<file path="config.mk">
export PLATFORM = sky130hd
export DESIGN_NAME = bht_btb_predictor
export DESIGN_NICKNAME = d
export VERILOG_FILES = /design/src/rtl/bp_pkg.sv /design/src/rtl/bp_sat_ctr.sv /design/src/rtl/bht_btb_predictor.sv
export SDC_FILE = /design/constraint.sdc
export NUM_CORES = 2
export LEC_CHECK = 0
export CAP_MARGIN = 15
export CELL_PAD_IN_SITES_DETAIL_PLACEMENT = 0
export CELL_PAD_IN_SITES_GLOBAL_PLACEMENT = 2
export CORE_UTILIZATION = 40
export CTS_CLUSTER_DIAMETER = 60
export CTS_CLUSTER_SIZE = 16
export DETAILED_ROUTE_END_ITERATION = 6
export GPL_TIMING_DRIVEN = 0
export PLACE_DENSITY = 0.77
export RECOVER_POWER = 50
export SYNTH_ARGS = -nofsm -noshare
export SYNTH_HDL_FRONTEND = slang
export SYNTH_SLANG_ARGS = --single-unit
</file>
<file path="constraint.sdc">
create_clock -name clk -period 5.2 [get_ports clk]
set_input_delay 0.78 -clock clk [delete_from_list [all_inputs] [get_ports clk]]
set_output_delay 0.78 -clock clk [all_outputs]
set_load 0.05 [all_outputs]
</file>
<file path="src/rtl/bp_pkg.sv">
// bp_pkg: shared types and helpers for the branch predictor.
//   ctr_weak_nt / ctr_weak_t : counter reset / allocation values for a given width
//   btb_entry_t              : one BTB entry {valid, tag, target}
//   pc_idx / pc_tag          : index and tag fields of a PC
// The tag field is sized for the widest legal tag. Narrower configurations
// zero-extend, so the unused upper bits stay constant and are trimmed.
package bp_pkg;

  localparam int MAX_TAG_W = 28;  // IDX_BITS >= 2 and IDX_BITS+TAG_BITS <= 30
  localparam int MAX_CTR_W = 4;

  typedef struct packed {
    logic                 valid;
    logic [MAX_TAG_W-1:0] tag;
    logic [31:0]          target;
  } btb_entry_t;

  function automatic logic [MAX_CTR_W-1:0] ctr_weak_t(int unsigned ctr_bits);
    return MAX_CTR_W'(1 << (ctr_bits - 1));
  endfunction

  function automatic logic [MAX_CTR_W-1:0] ctr_weak_nt(int unsigned ctr_bits);
    return MAX_CTR_W'((1 << (ctr_bits - 1)) - 1);
  endfunction

  function automatic logic [31:0] pc_idx(logic [31:0] pc, int unsigned idx_bits);
    return (pc >> 2) & ((32'd1 << idx_bits) - 32'd1);
  endfunction

  function automatic logic [MAX_TAG_W-1:0] pc_tag(logic [31:0] pc, int unsigned idx_bits,
                                                 int unsigned tag_bits);
    return MAX_TAG_W'((pc >> (idx_bits + 2)) & ((32'd1 << tag_bits) - 32'd1));
  endfunction

endpackage

</file>
<file path="src/rtl/bp_sat_ctr.sv">
// bp_sat_ctr: one W-bit saturating counter.
//   clk, rst_n   : clock, asynchronous active-low reset (to RST_VAL)
//   inc / dec    : saturating step up / down
//   load/load_val: overwrite, takes priority over inc/dec
//   q            : current count
module bp_sat_ctr #(
  parameter int           W       = 2,
  parameter logic [W-1:0] RST_VAL = '0
) (
  input  logic         clk,
  input  logic         rst_n,
  input  logic         inc,
  input  logic         dec,
  input  logic         load,
  input  logic [W-1:0] load_val,
  output logic [W-1:0] q
);

  logic [W-1:0] ctr_q, ctr_d;

  always_comb begin
    ctr_d = ctr_q;
    if (load)                    ctr_d = load_val;
    else if (inc && ctr_q != '1) ctr_d = ctr_q + W'(1);
    else if (dec && ctr_q != '0) ctr_d = ctr_q - W'(1);
  end

  always_ff @(posedge clk or negedge rst_n)
    if (!rst_n) ctr_q <= RST_VAL;
    else        ctr_q <= ctr_d;

  assign q = ctr_q;

endmodule

</file>
<file path="src/rtl/bht_btb_predictor.sv">
// bht_btb_predictor: direct-mapped saturating-counter BHT plus tagged BTB.
//   clk, rst          : clock, asynchronous active-low reset
//   lu_pc             : ID-stage PC; pred_* are combinational from state
//   pred_hit/taken/target/idx : lookup result, pred_idx is replayed as up_idx
//   up_*              : EXE-stage resolved conditional branch write-back
//   stat_branches/mispred : perf counters (zero when PERF_EN=0)
// Build option: define BP_GSHARE_EN to XOR the lookup index with a global
// history register updated from resolved outcomes.
module bht_btb_predictor
  import bp_pkg::*;
#(
  parameter int IDX_BITS = 6,
  parameter int TAG_BITS = 8,
  parameter int CTR_BITS = 2,
  parameter bit PERF_EN  = 1'b1
) (
  input  logic                clk,
  input  logic                rst,
  input  logic [31:0]         lu_pc,
  output logic                pred_hit,
  output logic                pred_taken,
  output logic [31:0]         pred_target,
  output logic [IDX_BITS-1:0] pred_idx,
  input  logic                up_valid,
  input  logic [IDX_BITS-1:0] up_idx,
  input  logic [31:0]         up_pc,
  input  logic                up_taken,
  input  logic [31:0]         up_target,
  input  logic                up_mispred,
  output logic [31:0]         stat_branches,
  output logic [31:0]         stat_mispred
);

  localparam int                ENTRIES = 1 << IDX_BITS;
  localparam logic [CTR_BITS-1:0] WEAK_NT = CTR_BITS'(ctr_weak_nt(CTR_BITS));
  localparam logic [CTR_BITS-1:0] WEAK_T  = CTR_BITS'(ctr_weak_t(CTR_BITS));

  btb_entry_t [ENTRIES-1:0]               btb_q, btb_d;
  logic       [ENTRIES-1:0][CTR_BITS-1:0] ctr;
  logic       [ENTRIES-1:0]               ctr_inc, ctr_dec, ctr_load;

  logic [IDX_BITS-1:0]  lu_idx;
  logic [MAX_TAG_W-1:0] lu_tag, up_tag;
  btb_entry_t           lu_ent;
  logic                 up_hit;

  // ---------------- lookup ----------------
`ifdef BP_GSHARE_EN
  logic [IDX_BITS-1:0] ghr_q, ghr_d;

  always_comb begin
    ghr_d = ghr_q;
    if (up_valid) ghr_d = {ghr_q[IDX_BITS-2:0], up_taken};
  end

  always_ff @(posedge clk or negedge rst)
    if (!rst) ghr_q <= '0;
    else      ghr_q <= ghr_d;

  assign lu_idx = IDX_BITS'(pc_idx(lu_pc, IDX_BITS)) ^ ghr_q;
`else
  assign lu_idx = IDX_BITS'(pc_idx(lu_pc, IDX_BITS));
`endif

  assign lu_tag      = pc_tag(lu_pc, IDX_BITS, TAG_BITS);
  assign lu_ent      = btb_q[lu_idx];
  assign pred_hit    = lu_ent.valid && (lu_ent.tag == lu_tag);
  assign pred_taken  = pred_hit && ctr[lu_idx][CTR_BITS-1];
  assign pred_target = pred_hit ? lu_ent.target : 32'd0;
  assign pred_idx    = lu_idx;

  // ---------------- update ----------------
  // An invalid entry behaves like a tag miss: taken allocates, not-taken is dropped.
  assign up_tag = pc_tag(up_pc, IDX_BITS, TAG_BITS);
  assign up_hit = btb_q[up_idx].valid && (btb_q[up_idx].tag == up_tag);

  always_comb begin
    btb_d = btb_q;
    if (up_valid && up_taken) btb_d[up_idx] = '{valid: 1'b1, tag: up_tag, target: up_target};
  end

  always_ff @(posedge clk or negedge rst)
    if (!rst) btb_q <= '0;
    else      btb_q <= btb_d;

  for (genvar g = 0; g < ENTRIES; g++) begin : g_ctr
    logic sel;
    assign sel         = up_valid && (up_idx == IDX_BITS'(g));
    assign ctr_inc[g]  = sel && up_hit && up_taken;
    assign ctr_dec[g]  = sel && up_hit && !up_taken;
    assign ctr_load[g] = sel && !up_hit && up_taken;

    bp_sat_ctr #(.W(CTR_BITS), .RST_VAL(WEAK_NT)) u_ctr (
      .clk      (clk),
      .rst_n    (rst),
      .inc      (ctr_inc[g]),
      .dec      (ctr_dec[g]),
      .load     (ctr_load[g]),
      .load_val (WEAK_T),
      .q        (ctr[g])
    );
  end

  // ---------------- perf counters ----------------
  if (PERF_EN) begin : g_perf
    logic [31:0] br_q, br_d, mp_q, mp_d;

    always_comb begin
      br_d = br_q;
      mp_d = mp_q;
      if (up_valid) begin
        br_d = br_q + 32'd1;
        if (up_mispred) mp_d = mp_q + 32'd1;
      end
    end

    always_ff @(posedge clk or negedge rst)
      if (!rst) begin
        br_q <= '0;
        mp_q <= '0;
      end else begin
        br_q <= br_d;
        mp_q <= mp_d;
      end

    assign stat_branches = br_q;
    assign stat_mispred  = mp_q;
  end else begin : g_noperf
    assign stat_branches = '0;
    assign stat_mispred  = '0;
  end

endmodule
</file>
==> reports/metrics.cfg <==
[die]
start_util_pct=40.2
die-area_um2=338000
core_area_um2=334000
num_rows=212
die_h_um=581
die_x_um=581
io_pins=211

[setup_path]
r2r-end=g_ctr[19].u_ctr.q[1]
r2r_cells=11
critical_path.slowest_cell=nor2_1
cp_max_fo=10
critPathKind=in2reg
r2r_setup_slack_ps=870
slowest_delay_ps=1120
crit_arrival_ps=7020
timing.rr.start=btb_q[1259]
crit_top_cell=clkbuf_1
worstPathRequired_ps=6030
cp_cell_sequence=buf_6 -> buf_8 -> buf_6 -> clkbuf_1 -> and2_0 -> clkbuf_1 -> nand2_1 -> nor2_1 -> clkbuf_1 -> mux2_2
worst_setup_path_end_kind=flop
critPathLaunchType=input pin

[finish]
drive_gt1_share_pct=49.8
area_delta_synth_final_pct=14.4
finalInstanceArea_um2=154000
final_util_pct=46.0
nets=9273

[synthesis]
syn_area_per_cell_um2=15.5
ys.flop_type=dfrtp_1
synthTopCellsByCount=dfrtp_1, mux2_2, mux4_2
syn_area_um2=134000
synth_edf_count=0
synthArstFlopShare_pct=100
yosysWarnings=0
synth_cell_types=68
synth_area_leaders=dfrtp_1, mux2_2, mux4_2
yosys.area.top_type=dfrtp_1
synth_nets=8745
synth.top_cell.area_share_pct=51.3
yosysMostFrequentCell=dfrtp_1
syn_inst=8636
synth_seq_cells=2816
yosysSeqAreaShare_pct=52.6

[grt]
track_usage_pct=30.1
grt_pass1_wl_um=716000
grt_max_degree=184
overflow=0
antenna_found_initial=57
grt_pass1_vias=89688

[timing]
grt_setup_unrepaired=yes
drv_slew=507
fin_crit_ps=6190
fin_crit_sh_pct=119
fin_ws_ps=-986
max_freq_mhz=162
slew_headroom_pct=-128
worst_pin_slew_ps=3420
hold_viol=0
finalSetupViolCount=1679
clock_skew_ps=65.2

[clock_tree]
path_clk_slew_ps=60
htreeDepth=5
cts_made_buffers=274
cts-root-buf=clkbuf_16
clk_latency_ps=980
cts_buffer_depth=4
clkSinkCount=2816
cts_tree=built

[route]
drc=0
drt_wl_total_um=512000
first_pass_iters=5
viasPerCell=6.31
vias=86816
antenna_left=0
drtIter0Drc=9414
post_drt_wl_per_cell_um=37.2

[hold_path]
min_path_type=in2async

[placed_design]
placed_area_um2=143000
hpwl_um=362000
pre_cts_ws_ps=-3700
routabilityCongestion=0.922
io_buffers=127

[power_and_ir_drop]
power_leakage_uw=0.0694
power_frac_comb_pct=12.7
switching_power_uw=14300
p_total_uw=52700
clkPwrFrac_pct=40.3
peakVddDrop_v=0.000222
seqPwrFrac_pct=47.0
swShare_pct=27.1
internal-power_uw=38400
power_density_nw_per_um2=343

[status]
outcome=complete, but fails checks
failed_checks=max-capacitance violations, max-slew violations, negative setup slack

[flow_run]
cap_violations=7

-- cells in the final DEF, fill, tap and decap left out, types with 84 or more instances in the layout --
cell | Yosys | final
clkbuf_1 | 679 | 561
clkbuf_2 | 0 | 115
nor2_1 | 154 | 145
buf_6 | 20 | 91
buf_4 | 28 | 89
clkbuf_16 | 0 | 285
nand3_1 | 130 | 130
dfrtp_1 | 2752 | 2752
mux2_2 | 2566 | 2565
mux2i_1 | 131 | 126
nand2_1 | 86 | 84
mux4_2 | 956 | 956
-- critical path: cells and delay by family --
family,cells,cell delay (ps)
buffers and inverters,6,3570
and+or+nand+nor,3,2150
muxes,1,430
-- power groups by stage --
stage	clock (uW)	combinational, uW	sequential (uW)
2_1_floorplan	0	3970	24900
3_3_place_gp	0	6010	25300
3_5_place_dp	0	6500	25200
4_1_cts	21400	6630	24700
5_1_grt	22300	6980	25000
6_report	21200	6670	24800
-- cell type report --
class | count | area [um2]
sequential | 2816 | 70500
inverter | 72 | 274
clock buffer | 327 | 7480
multi-input combinational | 4836 | 59900
timing repair buffer | 254 | 3170
buffer | 910 | 4890
clock inverter | 137 | 1720
fill | 28870 | 180000
tap | 4387 | 5490
antenna | 27 | 67.6
-- layer usage --
layer	share of wire, %	vias to the layer above	GRT usage, %
li1	-	33599	-
met2	45	4314	45.8
met5	0.18	-	1.22
met3	9.5	1140	9.24
met1	40	47741	39.2
met4	5.5	22	14.5
-- per-stage QoR --
step,setup TNS (ps),std cells,hold WS [ps]
2_1_floorplan,-1090,8636,448
3_3_place_gp,-,13150,463
3_5_place_dp,-2164850,13243,470
4_1_cts,-14760,13731,363
5_1_grt,-477800,13746,403
6_report,-545300,13766,376
-- cells by family (layout without fill, tap and decap cells) --
| group | Yosys count | count (layout) | share of synthesized area [%] |
|---|---|---|---|
| mux | 3654 | 3654 | 38.6 |
| flops | 2816 | 2816 | 52.6 |
| buf+inv | 984 | 1700 | 3.07 |
| simple gates | 574 | 574 | 2.15 |
| compound gates | 522 | 522 | 3.06 |
| xor+xnor | 84 | 84 | 0.554 |
| fa+ha+maj | 2 | 2 | 0.0186 |
| other cells | 0 | 27 | 0 |
-- flip-flops by register name, indices dropped and copies added (netlist names) --
register	cells
stat_mispred	32
stat_branches	32
btb_q	2624
g_ctr.u_ctr.q	128
-- how the worst max path moves through the flow --
stage,cells after the start,from,to
floorplan,12,lu_pc[3],pred_target[16]
global placement,1,rst,btb_q[3197]
detailed placement,11,lu_pc[6],pred_target[16]
CTS,10,btb_q[1928],pred_target[29]
global route,10,btb_q[1867],pred_target[29]
finish,10,up_idx[1],btb_q[195]
-- what timing repair did --
item | CTS | global route
setup endpoints to repair | 731 | 439
endpoints found under the hold margin | 74 | 0
buffers inserted | 22 | 7
pin swaps | 11 | 7
gates cloned | 1 | 0
hold buffers | 1 | 0
resized for setup | 615 | 77
No activity file was read; power rests on OpenSTA's default activity.
